## config.mk

```make
export PLATFORM = sky130hd
export DESIGN_NAME = regn_shared_arbiter
export DESIGN_NICKNAME = d
export VERILOG_FILES = /design/src/rtl/regn_arb_pkg.sv /design/src/rtl/regn_rr_pick.sv /design/src/rtl/regn_shared_arbiter.sv
export SDC_FILE = /design/constraint.sdc
export NUM_CORES = 1
export LEC_CHECK = 0
export ABC_AREA = 1
export BUFFER_PORTS_ARGS = -buffer_cell sky130_fd_sc_hd__clkbuf_2
export CAP_MARGIN = 10
export CORE_MARGIN = 2
export CORE_UTILIZATION = 44
export CTS_CLUSTER_DIAMETER = 200
export DETAILED_ROUTE_END_ITERATION = 10
export GPL_ROUTABILITY_DRIVEN = 0
export PLACE_DENSITY = 0.81
export SLEW_MARGIN = 5
export SYNTH_ARGS = -nofsm -noshare
export SYNTH_HDL_FRONTEND = slang
export SYNTH_SLANG_ARGS = --single-unit
```

## constraint.sdc

```tcl
create_clock -name CLK -period 2.3 [get_ports CLK]
set_input_delay 0.345 -clock CLK [delete_from_list [all_inputs] [get_ports CLK]]
set_output_delay 0.345 -clock CLK [all_outputs]
set_load 0.01 [all_outputs]
```

## src/rtl/regn_arb_pkg.sv

```systemverilog
// regn_arb_pkg: shared types and width helpers for the shared-register arbiter
package regn_arb_pkg;
  typedef enum logic {IDLE, OWNED} state_t;
  function automatic int clog2(input int n);
    int r;
    r = 0;
    for (int k = 0; k < 32; k++) if ((1 << r) < n) r++;
    return r;
  endfunction
  function automatic int iw_of(input int n);
    return n < 2 ? 1 : clog2(n);
  endfunction
endpackage

```

## src/rtl/regn_rr_pick.sv

```systemverilog
// regn_rr_pick: combinational round-robin picker, first set request at or after ptr
module regn_rr_pick import regn_arb_pkg::*; #(
  parameter int nreq = 4,
  localparam int iw = iw_of(nreq)
) (
  input  logic [nreq-1:0] i_req,
  input  logic [iw-1:0]   i_ptr,
  output logic            o_valid,
  output logic [iw-1:0]   o_idx
);
  localparam int w1 = iw + 1;
  localparam logic [iw:0] n_req = w1'(nreq);
  logic [nreq-1:0] w_rot;
  logic [iw:0]     w_off;
  logic [iw:0]     w_sum;
  always_comb begin
    w_rot = nreq'({i_req, i_req} >> i_ptr);
    w_off = '0;
    o_valid = 1'b0;
    for (int k = nreq - 1; k >= 0; k--) if (w_rot[k]) begin
      o_valid = 1'b1;
      w_off = w1'(k);
    end
    w_sum = {1'b0, i_ptr} + w_off;
    o_idx = w_sum >= n_req ? iw'(w_sum - n_req) : iw'(w_sum);
  end
endmodule

```

## src/rtl/regn_shared_arbiter.sv

```systemverilog
// regn_shared_arbiter: round-robin shared register with lock ownership and hold timeout
module regn_shared_arbiter import regn_arb_pkg::*; #(
  parameter int               width    = 32,
  parameter int               nreq     = 4,
  parameter logic [width-1:0] init     = '0,
  parameter int               max_hold = 0,
  localparam int              iw       = iw_of(nreq)
) (
  input  logic                    CLK,
  input  logic                    RST,
  input  logic [nreq-1:0]         REQ,
  input  logic [nreq-1:0]         LOCK,
  input  logic [nreq*width-1:0]   D_IN,
  output logic [width-1:0]        Q_OUT,
  output logic [nreq-1:0]         ACK,
  output logic                    BUSY,
  output logic [iw-1:0]           OWNER,
  output logic                    EVICT
);
  localparam int hw = iw_of(max_hold + 1);
  localparam logic [hw-1:0] h_last = hw'(max_hold > 0 ? max_hold - 1 : 0);
  localparam logic [iw-1:0] last = iw'(nreq - 1);
  localparam logic [nreq-1:0] one = nreq'(1);
  state_t           r_state;
  logic [iw-1:0]    r_ptr;
  logic [hw-1:0]    r_hcnt;
  logic             w_valid;
  logic [iw-1:0]    w_win;
  logic [iw-1:0]    w_sel;
  logic             w_wr;
  logic [width-1:0] w_d [nreq];
  for (genvar g = 0; g < nreq; g++) begin : g_slice
    assign w_d[g] = D_IN[g*width +: width];
  end
  regn_rr_pick #(.nreq(nreq)) u_pick (
    .i_req(REQ),
    .i_ptr(r_ptr),
    .o_valid(w_valid),
    .o_idx(w_win)
  );
  assign BUSY = r_state == OWNED;
  always_comb begin
    w_sel = BUSY ? OWNER : w_win;
    w_wr = BUSY ? REQ[OWNER] : w_valid;
  end
  always_ff @(posedge CLK) begin
    if (RST) begin
      r_state <= IDLE;
      r_ptr <= '0;
      r_hcnt <= '0;
      Q_OUT <= init;
      ACK <= '0;
      OWNER <= '0;
      EVICT <= 1'b0;
    end else begin
      ACK <= w_wr ? one << w_sel : '0;
      EVICT <= 1'b0;
      if (w_wr) Q_OUT <= w_d[w_sel];
      if (r_state == IDLE) begin
        if (w_valid) begin
          OWNER <= w_win;
          r_ptr <= w_win == last ? '0 : w_win + 1'b1;
          if (LOCK[w_win]) begin
            r_state <= OWNED;
            r_hcnt <= '0;
          end
        end
      end else begin
        r_hcnt <= r_hcnt + 1'b1;
        if (!LOCK[OWNER]) r_state <= IDLE;
        else if (max_hold > 0 && r_hcnt == h_last) begin
          r_state <= IDLE;
          EVICT <= 1'b1;
        end
      end
    end
  end
endmodule

```

# --- Word-level counts from Yosys, hierarchy flattened ---
# Index checks and enable logic that the tools add are counted.
op_classes:
  n_lt_le_gt_ge: 4
  addsub: 3
  eq_ne: 1
  n_shift: 2
  n_div: 0
  n_reduce_logical: 2
  bitwise_logic: 3
  mux: 25
  n_mul: 0
op_table:
  columns: ["op", "count"]
  rows:
  - ["binary-select mux 32 bit (select 2 bit)", 1]
  - ["2-to-1 mux 32 bit", 2]
  - ["2-to-1 mux 2 bit", 7]
  - ["2-to-1 mux 1 bit", 12]
  - [">> shifter 8 x 2 -> 4 bit", 1]
  - ["binary-select mux 1 bit (select 2 bit)", 3]
  - [">= comparator 3 bit, second input constant", 2]
  - ["< comparator 2 x 3 -> 1 bit, second input constant", 2]
  - ["left shift 1 x 2 -> 4 bit, first input constant", 1]
  - ["adder 2 x 2 -> 3 bit", 1]
  - ["inverter 2 -> 3 bit", 1]
  - ["adder 2 x 1 -> 2 bit, second input constant", 1]
  - ["equality test 2 bit, second input constant", 1]
  - ["inverter 1 bit", 2]
  - ["AND reduction 2 bit", 1]
  - ["OR reduction 2 bit", 1]
  - ["subtractor 2 x 1 -> 2 bit, second input constant", 1]
word_totals:
  ramBits: 0
  word_cells: 45
  mem_count: 0
  reg_bits: 41
  in_bits: 138
  latchBits: 0
  out_inout_bits: 40
  romBits: 0

# --- Logic depth before layout (Yosys ltp) ---
# Gate-level depths: netlist (run 1).
depth:
  word_depth: 13
  ltp_mapped: 18
  mapped_depth_nobuf: 16

# --- Hierarchy ---
# Synthesis (run 1) repeated with hierarchy kept, for this count alone.
unflattened:
  cells_unflattened: 644
  area_unflattened_um2: 3482.1
modules_own_cells:
  columns: ["mod", "instances", "cells_per_inst", "seq_area_each_um2", "area_per_inst_um2"]
  rows:
  - ["regn_shared_arbiter", 1, 609, 820.8, 3316.9]
  - ["regn_rr_pick", 1, 35, 0.0, 165.2]

# --- Worst setup path after synthesis (run 1) ---
# Ideal clock, no wire load.
synth_timing:
  path_type: "reg-to-reg"
  start: "register r_ptr[0]"
  end: "register Q_OUT[10]"
  setup_slack_ps: 176
  setup_ps: 58
  n_path_buf: 2
  arrival_time_ps: 2066
  stages_incl_launch_ff: 19
  synth_period_minus_slack_ps: 2124
  required_time_ps: 2242
  path_cell_list: "dfxtp_1 > inv_2 > nand2_1 > nand3_1 > nand2_1 > nand3_1 > a21boi_0 > ha_1 > nand2_1 > nand2_1 > inv_1 > buf_2 > buf_2 > nand2_1 > nand2_1 > inv_1 > nand2_1 > nand3_2 > nand2_1"
synth_via:
  elab_chain_len: 13
  word_cells_on_any_way: 19
  cone_classes: "2 x add/sub; 1 x order compare; 1 x shift; 14 x mux; 1 x bitwise"
synth_rtl:
  columns: ["item", "line", "text"]
  rows:
  - ["start: declaration", "regn_shared_arbiter.sv:25", "logic [iw-1:0] r_ptr;"]
  - ["start signal: assignment", "regn_shared_arbiter.sv:62", "r_ptr <= w_win == last ? '0 : w_win + 1'b1;"]
  - [">> shifter 8 x 2 -> 4 bit", "regn_rr_pick.sv:17", "w_rot = nreq'({i_req, i_req} >> i_ptr);"]
  - ["2-to-1 mux 2 bit (4 in series)", "regn_rr_pick.sv:20", "for (int k = nreq - 1; k >= 0; k--) if (w_rot[k]) begin"]
  - ["adder 2 x 2 -> 3 bit (*)", "regn_rr_pick.sv:24", "w_sum = {1'b0, i_ptr} + w_off;"]
  - [">= comparator 3 bit or subtractor 2 x 1 -> 2 bit (tied branches)", "regn_rr_pick.sv:25", "o_idx = w_sum >= n_req ? iw'(w_sum - n_req) : iw'(w_sum);"]
  - ["2-to-1 mux 2 bit (*)", "regn_rr_pick.sv:25", null]
  - ["via u_pick.o_idx[0]", "regn_rr_pick.sv:9", "output logic [iw-1:0] o_idx"]
  - ["2-to-1 mux 2 bit (*)", "regn_shared_arbiter.sv:43", "w_sel = BUSY ? OWNER : w_win;"]
  - ["inverter 2 -> 3 bit (implied by the code) (*)", "regn_shared_arbiter.sv:58", "if (w_wr) Q_OUT <= w_d[w_sel];"]
  - ["binary-select mux 32 bit (select 2 bit) (*)", "regn_shared_arbiter.sv:58", null]
  - ["2-to-1 mux 32 bit (implied by the code) (*) (2 in series)", "regn_shared_arbiter.sv:58", null]
  - ["end signal: assignment", "regn_shared_arbiter.sv:51", "Q_OUT <= init;"]
  - ["end signal: assignment", "regn_shared_arbiter.sv:58", null]
  - ["end: declaration", "regn_shared_arbiter.sv:14", "output logic [width-1:0] Q_OUT,"]
# The timed path passes the listed nets; every way through them passes the cells marked *. The select of a mux whose other input is x is not followed.
# A chain may end at the register's enable or synchronous reset.

# --- Final worst setup path (run 1) ---
layout_timing:
  start: "register r_ptr[0]"
  end: "register Q_OUT[31]"
layout_via:
  elab_chain_len: 13
  word_cells_on_any_way: 19
  cone_classes: "2 x add/sub; 1 x order compare; 1 x shift; 14 x mux; 1 x bitwise"
layout_rtl:
  columns: ["item", "line"]
  rows:
  - [">> shifter 8 x 2 -> 4 bit", "regn_rr_pick.sv:17"]
  - ["2-to-1 mux 2 bit (4 in series)", "regn_rr_pick.sv:20"]
  - ["adder 2 x 2 -> 3 bit", "regn_rr_pick.sv:24"]
  - [">= comparator 3 bit or subtractor 2 x 1 -> 2 bit (tied branches)", "regn_rr_pick.sv:25"]
  - ["2-to-1 mux 2 bit", "regn_rr_pick.sv:25"]
  - ["2-to-1 mux 2 bit", "regn_shared_arbiter.sv:43"]
  - ["inverter 2 -> 3 bit (implied by the code)", "regn_shared_arbiter.sv:58"]
  - ["binary-select mux 32 bit (select 2 bit)", "regn_shared_arbiter.sv:58"]
  - ["2-to-1 mux 32 bit (implied by the code) (2 in series)", "regn_shared_arbiter.sv:58"]
# Parallel ways exist; a longest one is shown, timed or not. The select of a mux whose other input is x is not followed.

==> run summary, run 1 <==
The clock net in this run drives a total of 41 sinks. In this run, synthesis produced a sequential element count of 41. Wires add up to 9257 µm. The die is 86.84 µm tall. The tools report the master cell of the clock root buffer as sky130_fd_sc_hd__clkbuf_8.

The maximum fanout count along the critical path is 8. Startpoint kind of the worst setup timing path: a register. For the met1 layer wirelength in the final routing, the log shows 3879 µm.

The initialized floorplan defines 30 standard-cell rows. The tools report the worst slew slack as a fraction of its limit as 60.66%. The H-tree generated during clock tree synthesis spans 2 levels. Entering global routing, the biggest net connects 41 pins. Highest metal layer with signal wires: met4. The cell-internal power came out at 2.973 mW. After detailed routing, the number of vias per cell comes to 4.916. Antenna diode count: 0.

The tools report the buffer levels on the longest clock path as 2. The total negative slack came out at 0 ns. The clock transition at the registers of the reported paths came out at 0.08 ns. The number of nets still failing antenna checks after routing came out at 0.

From left edge to right edge, the die measures 86.84 µm. The via count came out at 3815. The min-delay analysis places its worst path in the category in2reg. The number of synthesized flops with an enable pin works out to 0.

TritonCTS built the clock tree. The wire length of the first global-routing pass was 13920 µm; the post-route worst setup slack was 0.1065 ns. The synthesized cell area was 3019 µm². The starting density of the core is 44.93%.

After detailed routing, the number of remaining DRC violations is 0. The clock network accounts for 7.9% of the total power. Post-layout minimum cycle time: 2.194 ns. The type of the setup path with the least slack was reg2reg. Setup repair after global routing could not meet its margin everywhere.

Across the routed clock network, the largest skew measured is 0.005783 ns. Dividing the synthesized area by the synthesized cell count gives 5.697 µm². Yosys printed 0 warnings. The kind of end point of the critical path was a register. Net switching is 54.48% of the power. The tools report the number of hold-slack violations in the final timing report as 0. In this run, the number of DRC markers left after iteration 0 of detailed routing was 132.

The tools report the leakage dissipation as 2.521 nW. The tools report the maximum resistive drop on vdd as 0.5439 mV. The run finished with clean final reports. The utilization after layout was 61.17%. The tools report the combinational cell fraction of total power as 74.1%. In the final routed layout, each cell accounts on average for 11.93 µm. The TritonCTS buffer count is 5, and the count of buffers from port buffering is 176.

The share of the yosys chip area belonging to registers came out at 27.19%. After synthesis, the netlist uses 27 different library cells. The portion of synthesized cell area occupied by the leading cell type was 35.43%; the setup slack at placement was -0.1053 ns. The most area-hungry cell type in the Yosys netlist was sky130_fd_sc_hd__nand2_1. In the final layout, the share of cells above drive strength 1 is 33.05%. The filler cells instantiated in the layout total 671. For the buffers inserted during post-CTS setup optimization, the log shows 0. Fraction of synthesis flops using an asynchronous set or reset pin: 0%.

The die covers 7540 µm². The logs give 3331 for the number of global-route vias before repair and 178 for the I/O pin total. The residual overflow from global routing was 0. The logs give 6719 µm² for the core region area and 0 for the number of max-slew violations in the final report.

The tools report the net load switching power as 3.557 mW. The number of max-capacitance violations reported is 0, and the initial antenna violation count is 0. The detailed-routed wire length on met3 is 645 µm.

The net count after synthesis was 669. The clock latency on the worst-skew pair came out at 0.28 ns. The most used flip-flop cell after synthesis was sky130_fd_sc_hd__dfxtp_1.

The run gives 18.0% as the sequential group share of total power. Global routing used 22.63% of the available tracks across all layers. For the worst setup path, the data arrival time is 2.37 ns.

Setup violations remaining at the end of the flow were counted as 0. After detailed routing, the met2 layer carries 4543 µm of wire. The commonest cells after synthesis are 285 x sky130_fd_sc_hd__nand2_1, 83 x sky130_fd_sc_hd__nand3_1, 41 x sky130_fd_sc_hd__dfxtp_1, 41 x sky130_fd_sc_hd__inv_1, 11 x sky130_fd_sc_hd__nand3_2. For the number of detailed-routing iterations run before antenna repair, the log shows 5. Yosys attributes the largest share of cell area to sky130_fd_sc_hd__nand2_1 35%, sky130_fd_sc_hd__dfxtp_1 27%, sky130_fd_sc_hd__nand3_1 14%.

Among all cell types in the netlist, the one instantiated most often is sky130_fd_sc_hd__nand2_1. For the pin with the worst max-slew slack, the measured transition is 0.5888 ns. For the worst setup path, the data required time is 2.48 ns. The layout-stage area growth over the synthesis result works out to 36.14%. Static timing analysis puts the maximum clock frequency at 455.9 MHz. In this run the power density over the cells is 1589 nW/µm².

Placed wire-length estimate after detailed placement: 7080 µm. In the final design database the tool counted 834 nets. The worst path uses 95.37% of the clock period.

After technology mapping, the gate count stands at 530.
[critical path, stage by stage, from the launching register on]
cell and delay, ns:
sky130_fd_sc_hd__dfxtp_4 0.39, sky130_fd_sc_hd__inv_2 0.06, sky130_fd_sc_hd__nand2_1 0.08, sky130_fd_sc_hd__nand3_1 0.11
sky130_fd_sc_hd__nand2_2 0.10, sky130_fd_sc_hd__nand3_1 0.07, sky130_fd_sc_hd__a21boi_1 0.14, sky130_fd_sc_hd__ha_2 0.21
sky130_fd_sc_hd__xor2_2 0.17, sky130_fd_sc_hd__inv_1 0.08, sky130_fd_sc_hd__nand3_2 0.11, sky130_fd_sc_hd__nand2_2 0.10
sky130_fd_sc_hd__nand2_2 0.13, sky130_fd_sc_hd__nand2_2 0.15, sky130_fd_sc_hd__nand3_1 0.12, sky130_fd_sc_hd__nand3_1 0.06
[layout by cell type, fill, tap and decap left out, types with 3 or more instances in the layout]
master                     Yosys  layout
sky130_fd_sc_hd__buf_12        0       3
sky130_fd_sc_hd__inv_2         3       3
sky130_fd_sc_hd__clkbuf_8      0       7
sky130_fd_sc_hd__buf_4         5       7
sky130_fd_sc_hd__nand3_1      83      82
sky130_fd_sc_hd__mux2i_1       4       4
sky130_fd_sc_hd__inv_1        41      40
sky130_fd_sc_hd__nor2_1       10      10
sky130_fd_sc_hd__nand2_1     285     282
sky130_fd_sc_hd__nand2_2       6       8
sky130_fd_sc_hd__nand3_2      11      12
sky130_fd_sc_hd__dfxtp_1      41      39
sky130_fd_sc_hd__clkbuf_2      0     176
[logic make-up after synthesis]
kind of cell	synth area share, %
XOR/XNOR	0.2901
flip-flops	27.19
AND/OR/NAND/NOR	56.82
buffers and inverters	11.48
other	0.1242
multiplexers	1.326
adder cells (fa/ha/maj)	0.4144
AO/OA/AOI/OAI	2.363
[through the flow]
step | instance area [µm²] | total power [mW] | cells | hold WS [ns]
floorplan | 3019 | 4.649 | 530 | 0.4141
global placement | 3949 | 5.701 | 767 | 0.4370
detailed placement | 3949 | 5.843 | 767 | 0.4380
CTS | 4065 | 6.419 | 775 | 0.3744
global route | 4110 | 7.213 | 776 | 0.3861
finish | 4110 | 6.530 | 776 | 0.3718
[sequential cells by signal (all words and copies together), names as in the netlist]
register  flops
OWNER         2
r_ptr         2
BUSY          1
ACK           4
Q_OUT        32
[path summary, 6_finish.rpt]
kind,cells past startpoint,slack (ns),to,startpoint
worst max-delay path,15,0.11,Q_OUT[31],r_ptr[0]
worst min-delay path,2,0.37,r_ptr[0],RST
worst max register to register,15,0.11,Q_OUT[31],r_ptr[0]
worst min register to register,2,0.46,Q_OUT[26],Q_OUT[26]
[layer usage]
metal | vias to the layer above | GRT usage (%)
met3 | 16 | 3.333
met5 | - | 0
met1 | 1640 | 25.39
li1 | 1968 | -
met4 | 0 | 7.955
met2 | 191 | 42.82
[timing repair]
action	4_1_cts	5_1_grt
gates resized for setup	3	12
cloned	0	1
hold buffers	0	0
pin swaps	0	2
endpoints found under the setup margin	36	36
[area by class of cell]
class / instances / area, µm² / area share (%)
well taps: 80 / 100.1 / 2.435
inverters: 44 / 167.7 / 4.079
multi-input cells: 416 / 1907 / 46.39
flip-flops and latches: 41 / 825.8 / 20.09
clock inverters: 1 / 5.005 / 0.1218
clock buffers: 7 / 96.34 / 2.344
repair buffers: 187 / 1008 / 24.54
[power groups by stage]
stage / combinational (mW) / clock, mW / sequential [mW]
after CTS: 4.72 / 0.529 / 1.17
after detailed placement: 4.67 / 0 / 1.18
after floorplan: 3.40 / 0 / 1.25
final: 4.84 / 0.513 / 1.18
after global placement: 4.54 / 0 / 1.17
after global routing: 5.46 / 0.555 / 1.20
No activity file was read; power rests on OpenSTA's default activity.
==> run 2, diff against run 1 <==
- ABC_AREA: 1 -> 0
- CORE_UTILIZATION: 44 -> 41
==> run summary, run 2 <==
The post-route worst hold slack came out at 0.2808 ns (was 0.3718 ns). The number of detailed-routing iterations run before antenna repair is 4 (was 5). The tools report the TritonCTS buffer count as 5 (unchanged). Leading post-synthesis cells by cell area: sky130_fd_sc_hd__dfxtp_1 34%, sky130_fd_sc_hd__mux4_2 18%, sky130_fd_sc_hd__a22o_1 7.5% (was sky130_fd_sc_hd__nand2_1 35%, sky130_fd_sc_hd__dfxtp_1 27%, sky130_fd_sc_hd__nand3_1 14%).

The total placed instance area was 3615 µm² (was 3949 µm²). The average detailed-routed wire length per instance is 16.43 µm (was 11.93 µm), and the fmax is 370.0 MHz (was 455.9 MHz). The number of buffers inserted by hold repair at cts is 0 (unchanged), and the average cell area after synthesis is 12.44 µm² (was 5.697 µm²).

The post-layout minimum cycle time is 2.703 ns (was 2.194 ns). The most used flip-flop cell after synthesis was sky130_fd_sc_hd__dfxtp_1 (unchanged). Full die area: 6610 µm² (was 7540 µm²).

The initial antenna violation count is 0 (unchanged). Kind of end point of the critical path: a register (unchanged). The endpoint arrival time on the critical path was 2.88 ns (was 2.37 ns). Largest registers: Q_OUT: 32 flops, ACK: 4 flops (unchanged). The tools report the I/O pin total as 178 (unchanged).

The total negative slack is -12.16 ns (was 0 ns). The buffer levels on the longest clock path is 2 (unchanged). Type of the setup path with the least slack: reg2reg (unchanged). The share of the clock period used by the worst path was 117.5% (was 95.37%). Post-layout instance area: 3839 µm² (was 4110 µm²). The portion of synthesized cell area occupied by the leading cell type came out at 33.50% (was 35.43%). The number of sinks driven by the clock tree is 41 (unchanged).

The run gives 0 (unchanged) as the number of nets still failing antenna checks after routing. Critical path launch point: r_ptr[0] (unchanged). Most numerous cell types in the synthesized netlist: 41 x sky130_fd_sc_hd__dfxtp_1, 21 x sky130_fd_sc_hd__a22o_1, 20 x sky130_fd_sc_hd__mux4_2 (was 285 x sky130_fd_sc_hd__nand2_1, 83 x sky130_fd_sc_hd__nand3_1, 41 x sky130_fd_sc_hd__dfxtp_1, 41 x sky130_fd_sc_hd__inv_1, 11 x sky130_fd_sc_hd__nand3_2).

The logs give 538 (was 834) for the final net count and 61.56% (was 60.66%) for the worst slew slack as a fraction of its limit. Wire length of the first global-routing pass: 11300 µm (was 13920 µm). The run gives 0 (unchanged) as the residual overflow from global routing. The most instantiated library cell after synthesis is sky130_fd_sc_hd__dfxtp_1 (was sky130_fd_sc_hd__nand2_1). For the via count, the log shows 2586 (was 3815). The run gives 197 (was 530) as the number of instances in the synthesized netlist.

The layout filler cell count is 466 (was 671). The number of synthesized flops with an enable pin came out at 0 (unchanged). Final wirelength: 7804 µm (was 9257 µm). Register with the most flip-flops: Q_OUT (unchanged). The number of max-slew violations in the final report came out at 0 (unchanged). The number of design-rule violations left by the first detailed-router iteration is 92 (was 132).

The master cell of the clock root buffer was sky130_fd_sc_hd__clkbuf_8 (unchanged). The most common cell after layout, fill and taps aside is sky130_fd_sc_hd__clkbuf_2 (was sky130_fd_sc_hd__nand2_1). For the number of max-capacitance violations reported, the log shows 0 (unchanged).

The tools report the number of hold-slack violations in the final timing report as 0 (unchanged). The logs give 0 (unchanged) for the number of warnings printed during yosys synthesis and 41 (was 27) for the count of distinct cell types in the synthesized netlist. The slew of the pin with the lowest slew margin is 0.5761 ns (was 0.5888 ns). Setup skew after layout: 0.002546 ns (was 0.005783 ns). The maximum fanout count along the critical path was 5 (was 8); the aggregate global-route resource usage was 22.18% (was 22.63%). Per-cell via count in the routed design: 5.444 (was 4.916). The final reports fail on negative setup slack. The share of the yosys chip area belonging to registers came out at 33.50% (was 27.19%). The startpoint of the worst register-to-register path was r_ptr[0] (unchanged).

The logs give 24 (was 41) for the maximum number of pins on one net before global-route repair and 0.28 ns (about the same) for the clock latency on the worst-skew pair. Most used cells in the layout excluding fill and tap cells: 176 x sky130_fd_sc_hd__clkbuf_2, 40 x sky130_fd_sc_hd__dfxtp_1, 29 x sky130_fd_sc_hd__buf_4 (was 282 x sky130_fd_sc_hd__nand2_1, 176 x sky130_fd_sc_hd__clkbuf_2, 82 x sky130_fd_sc_hd__nand3_1). The startpoint of the lowest-slack hold path was D_IN[9] (was RST). The antenna diode count came out at 0 (unchanged). The maximum resistive drop on vdd came out at 0.6410 mV (was 0.5439 mV). The die height is 81.30 µm (was 86.84 µm), and the total number of placement rows is 28 (was 30). The class of the tightest hold or removal check was in2reg (unchanged). The tools report the core region area as 5851 µm² (was 6719 µm²). The placed wire-length estimate after detailed placement was 6156 µm (was 7080 µm); the register bit total from synthesis was 41 (unchanged).

The count of buffers from port buffering came out at 176 (unchanged). The flip-flop count of the largest register after layout was 32 (unchanged); the number of levels the H-tree was split into was 2 (unchanged). The sum of internal, switching and leakage power was 5.401 mW (was 6.530 mW). The startpoint kind of the worst setup timing path is a register (unchanged). The most area-hungry cell type in the Yosys netlist is sky130_fd_sc_hd__dfxtp_1 (was sky130_fd_sc_hd__nand2_1).

The required time of the critical path came out at 2.48 ns (about the same). Setup repair after global routing could not meet its margin everywhere. The fraction of layout cells with a size suffix above 1 is 69.50% (was 33.05%). The post-detailed-route DRC marker count is 0 (unchanged), and the post-route worst setup slack is -0.4026 ns (was 0.1065 ns). The fraction of synthesis flops using an asynchronous set or reset pin was 0% (unchanged); the cell area power density was 1407 nW/µm² (was 1589 nW/µm²). The run gives 336 (was 669) as the net count after synthesis. The layout-stage area growth over the synthesis result was 56.69% (was 36.14%). For the leakage dissipation, the log shows 1.874 nW (was 2.521 nW). TritonCTS built the clock tree.

The run finished, with violations left. For the final setup violation count, the log shows 36 (was 0). The clock transition at the registers of the reported paths is 0.08 ns (about the same), and the number of global-route vias before repair is 2490 (was 3331).

The starting density of the core was 41.87% (was 44.93%); the width of the die was 81.30 µm (was 86.84 µm). For the synthesized cell area, the log shows 2450 µm² (was 3019 µm²).
## run 2: cell count changes in the layout (fill, tap and decap cells not counted), sizes merged, moves of 11 or more
cell,change
inv,-42
nand2,-290
a221o,+11
a32o,+12
nand3,-95
a22o,+21
mux4,+24
buf,+28
mux2,+11
## run 2: report_power, final
group	total [mW]	switching, mW	internal [mW]	leakage [nW]
Clock	0.449	0.239	0.209	0.0439
Combinational	3.77	1.61	2.16	1.49
Sequential	1.18	0.185	0.995	0.340
## run 2: timing repair
| item | 4_1_cts | 5_1_grt |
|---|---|---|
| endpoints found under the setup margin | 36 | 38 |
| buffers inserted | 8 | 0 |
| pin swaps | 5 | 7 |
| cloned | 0 | 1 |
| endpoints found under the hold margin | 0 | 0 |
| resized for setup | 5 | 15 |
## run 2: path summary, 6_finish.rpt
| kind | slack [ns] | cells past startpoint | to |
|---|---|---|---|
| setup / recovery | -0.40 | 13 | Q_OUT[22] |
| hold / removal | 0.28 | 2 | Q_OUT[9] |
| setup reg to reg | -0.40 | 13 | Q_OUT[22] |
| hold reg to reg | 0.49 | 1 | Q_OUT[16] |
## run 2: final cells by class
cell class	count	area (µm²)	area share (%)
clock inverter	3	17.52	0.4563
timing repair buffer	215	1246	32.46
inverter	2	7.507	0.1956
tap	75	93.84	2.445
multi-input combinational	134	1580	41.17
clock buffer	5	68.82	1.793
sequential	41	824.5	21.48
## run 2: worst max-delay path: stages (launching register included)
cell	delay, ns
sky130_fd_sc_hd__dfxtp_4	0.37
sky130_fd_sc_hd__nand2_2	0.07
sky130_fd_sc_hd__nor2_2	0.04
sky130_fd_sc_hd__a211oi_2	0.14
sky130_fd_sc_hd__a31oi_1	0.06
sky130_fd_sc_hd__a211o_1	0.24
sky130_fd_sc_hd__ha_2	0.19
sky130_fd_sc_hd__xnor2_2	0.14
sky130_fd_sc_hd__or3_4	0.35
sky130_fd_sc_hd__a31oi_4	0.24
sky130_fd_sc_hd__buf_6	0.17
sky130_fd_sc_hd__buf_12	0.11
sky130_fd_sc_hd__mux4_2	0.27
sky130_fd_sc_hd__a22o_1	0.19
## run 2: cells by family (layout without fill, tap and decap cells)
family          Yosys count  in the layout  synth area share (%)
compound gates           58             58                 22.68
flops                    41             41                 33.50
mux                      38             38                 28.96
simple gates             33             34                 7.406
buf+inv                  23            225                 5.464
xor+xnor                  2              2                 1.328
fa+ha+maj                 1              1                0.5106
other cells               1              1                0.1531
## run 2: layer usage
layer  vias up  routed length, µm  track usage (%)
met5         -                  0                0
met2       131               4209            42.70
met3         8                621            4.667
li1       1221                  -                -
met1      1226               2898            24.60
met4         0                 75            5.085
## run 2: per-stage QoR
stage               utilization, %  setup WS [ns]  cells
floorplan                        -        -0.4660    197
global placement             61.78        -0.4870    459
detailed placement           61.78        -0.5425    459
CTS                          64.69        -0.4058    475
global route                 65.61        -0.5207    475
finish                       65.61        -0.4026    475
==> run 3, diff against run 2 <==
- clock period: 2.3 -> 3 ns (I/O delays scaled with it)
==> run summary, run 3 (same netlist as run 2, synthesis figures left out) <==
The wire length of the first global-routing pass was 11380 µm (was 11300 µm); the number of hold-slack violations in the final timing report was 0 (unchanged). The logs give 453 (was 475) for the final standard cell count with taps included and fillers excluded and 0 (unchanged) for the antenna diode count. The buffer levels on the longest clock path was 2 (unchanged); the post-route worst setup slack was 0.1458 ns (was -0.4026 ns).

The switching share of power was 37.62% (was 37.75%); the combinational cell fraction of total power was 67.0% (was 69.8%). Setup repair after global routing left no endpoint under its margin. The logs give 0 (unchanged) for the number of max-slew violations in the final report and 0 (was 8) for the buffers inserted during post-CTS setup optimization. The TritonCTS buffer count is 5 (unchanged), and the final net count is 518 (was 538). The run gives 7702 µm (was 7804 µm) as the final wirelength. Setup slack at placement: -0.04071 ns (was -0.5425 ns). For the maximum number of pins on one net before global-route repair, the log shows 33 (was 24). The number of levels the H-tree was split into is 2 (unchanged), and the layout filler cell count is 496 (was 466). The layout-stage area growth over the synthesis result was 45.61% (was 56.69%); the clock network fraction of design power was 8.8% (was 8.3%). Post-layout minimum cycle time: 2.854 ns (was 2.703 ns). The logs give 178 (unchanged) for the I/O pin total and 41 (unchanged) for the number of sinks driven by the clock tree. The tools report the master cell of the clock root buffer as sky130_fd_sc_hd__clkbuf_8 (unchanged). TritonCTS built the clock tree. The class of the tightest hold or removal check is in2reg (unchanged). The flip-flop count of the largest register after layout came out at 32 (unchanged). The required time of the critical path was 3.16 ns (was 2.48 ns); the width of the die was 81.30 µm (unchanged). For the number of global-route vias before repair, the log shows 2432 (was 2490).

The tools report the fmax as 350.4 MHz (was 370.0 MHz). The tools report the kind of end point of the critical path as a register (unchanged). The per-cell via count in the routed design is 5.450 (was 5.444).

The starting density of the core is 41.87% (unchanged), and the cell-internal power is 2.359 mW (was 3.362 mW). For the total area of sequential cells, the log shows 822.0 µm² (was 824.5 µm²). The number of detailed-routing iterations run before antenna repair came out at 4 (unchanged).

The tools report the number of nets still failing antenna checks after routing as 0 (unchanged). The tools report the number of design-rule violations left by the first detailed-router iteration as 79 (was 92). The post-detailed-route DRC marker count was 0 (unchanged). The area taken by multi-input logic gates is 1510 µm² (was 1580 µm²). Die height: 81.30 µm (unchanged).

Clock transition at the registers of the reported paths: 0.08 ns (about the same). Type of the setup path with the least slack: reg2reg (unchanged). The sum of internal, switching and leakage power was 3.781 mW (was 5.401 mW); the slew of the pin with the lowest slew margin was 0.8921 ns (was 0.5761 ns).

For the total number of placement rows, the log shows 28 (unchanged). For the number of placed cells counting well taps, the log shows 447 (was 459). For the net load switching power, the log shows 1.422 mW (was 2.038 mW).

The count of buffers from port buffering is 176 (unchanged). The sequential group share of total power was 24.1% (was 21.9%). The register with the most flip-flops is Q_OUT (unchanged).

The via count came out at 2469 (was 2586). The leakage dissipation was 1.755 nW (was 1.874 nW). The run finished with clean final reports. The average detailed-routed wire length per instance works out to 17.00 µm (was 16.43 µm). The run gives 40.46% (was 61.56%) as the worst slew slack as a fraction of its limit.

For the aggregate global-route resource usage, the log shows 22.62% (was 22.18%). The share of the clock period used by the worst path is 95.14% (was 117.5%). The maximum resistive drop on vdd was 0.6683 mV (was 0.6410 mV).

The startpoint kind of the worst setup timing path is a register (unchanged). The final setup violation count was 0 (was 36). The initial antenna violation count was 0 (unchanged); the cell area power density was 1060 nW/µm² (was 1407 nW/µm²).

The run gives 0 ns (was -12.16 ns) as the total negative slack. The full die area is 6610 µm² (unchanged). Largest registers: Q_OUT: 32 flops, ACK: 4 flops (unchanged).

The most common cell after layout, fill and taps aside is sky130_fd_sc_hd__clkbuf_2 (unchanged). The maximum fanout count along the critical path was 12 (was 5). Endpoint arrival time on the critical path: 3.02 ns (was 2.88 ns). Residual overflow from global routing: 0 (unchanged). The logs give 0 (was 5) for the count of cells resized by post-cts repair and 0.28 ns (about the same) for the clock latency on the worst-skew pair. The core region area was 5851 µm² (unchanged); the placed wire-length estimate after detailed placement was 6221 µm (was 6156 µm). The number of max-capacitance violations reported came out at 0 (unchanged).

The run gives 0.008122 ns (was 0.002546 ns) as the setup skew after layout. The number of buffers inserted by hold repair at cts was 0 (unchanged); the fraction of layout cells with a size suffix above 1 was 65.08% (was 69.50%). Most used cells in the layout excluding fill and tap cells: 176 x sky130_fd_sc_hd__clkbuf_2, 40 x sky130_fd_sc_hd__dfxtp_1, 21 x sky130_fd_sc_hd__a22o_1 (was 176 x sky130_fd_sc_hd__clkbuf_2, 40 x sky130_fd_sc_hd__dfxtp_1, 29 x sky130_fd_sc_hd__buf_4).
run 3: cell count changes in the layout (fill, tap and decap cells not counted), sizes merged:
cell / change
clkinvlp: -1
nor3: -1
clkinv: -1
buf: -19
run 3: area by class of cell:
type	count	share of cell area [%]
timing repair buffer	196	29.71
sequential	41	23.04
inverter	2	0.2105
clock inverter	1	0.1403
clock buffer	5	1.929
tap	75	2.631
multi-input combinational	133	42.34
run 3: routing by layer:
layer	wire [µm]	up-vias	track usage [%]
met5	0	-	0
met1	2867	1166	24.79
met4	101	0	6.441
met3	569	12	4.444
met2	4163	118	43.52
li1	-	1173	-
run 3: final timing paths:
kind,to,startpoint,depth (start not counted),slack (ns)
min reg2reg,Q_OUT[28],Q_OUT[28],1,0.48
max,Q_OUT[26],r_ptr[0],12,0.15
min,Q_OUT[29],D_IN[61],2,0.38
max reg2reg,Q_OUT[26],r_ptr[0],12,0.15
run 3: per-stage QoR:
stage / hold slack [ns] / util [%] / cell area [µm²]
2_1_floorplan: 0.5110 / - / 2470
3_3_place_gp: 0.4626 / 59.62 / 3488
3_5_place_dp: 0.4642 / 59.62 / 3488
4_1_cts: 0.3765 / 60.89 / 3562
5_1_grt: 0.3799 / 60.97 / 3567
6_report: 0.3850 / 60.97 / 3567
run 3: power by group through the flow:
stage               Sequential, mW  Clock [mW]  Combinational (mW)
floorplan                    0.970           0                1.75
global placement             0.913           0                2.47
detailed placement           0.922           0                2.54
CTS                          0.910       0.345                2.55
global route                 0.936       0.363                2.74
finish                       0.912       0.334                2.53
run 3: critical path, cell delays in order (launching register included):
cell and delay [ns]:
sky130_fd_sc_hd__dfxtp_2 0.40, sky130_fd_sc_hd__nor2_1 0.06, sky130_fd_sc_hd__a211oi_1 0.24, sky130_fd_sc_hd__a31oi_1 0.07
sky130_fd_sc_hd__a211o_1 0.25, sky130_fd_sc_hd__ha_1 0.19, sky130_fd_sc_hd__xnor2_1 0.13, sky130_fd_sc_hd__or3_4 0.37
sky130_fd_sc_hd__a31oi_4 0.24, sky130_fd_sc_hd__buf_12 0.16, sky130_fd_sc_hd__nor4_4 0.04, sky130_fd_sc_hd__buf_4 0.20
sky130_fd_sc_hd__a221o_1 0.37
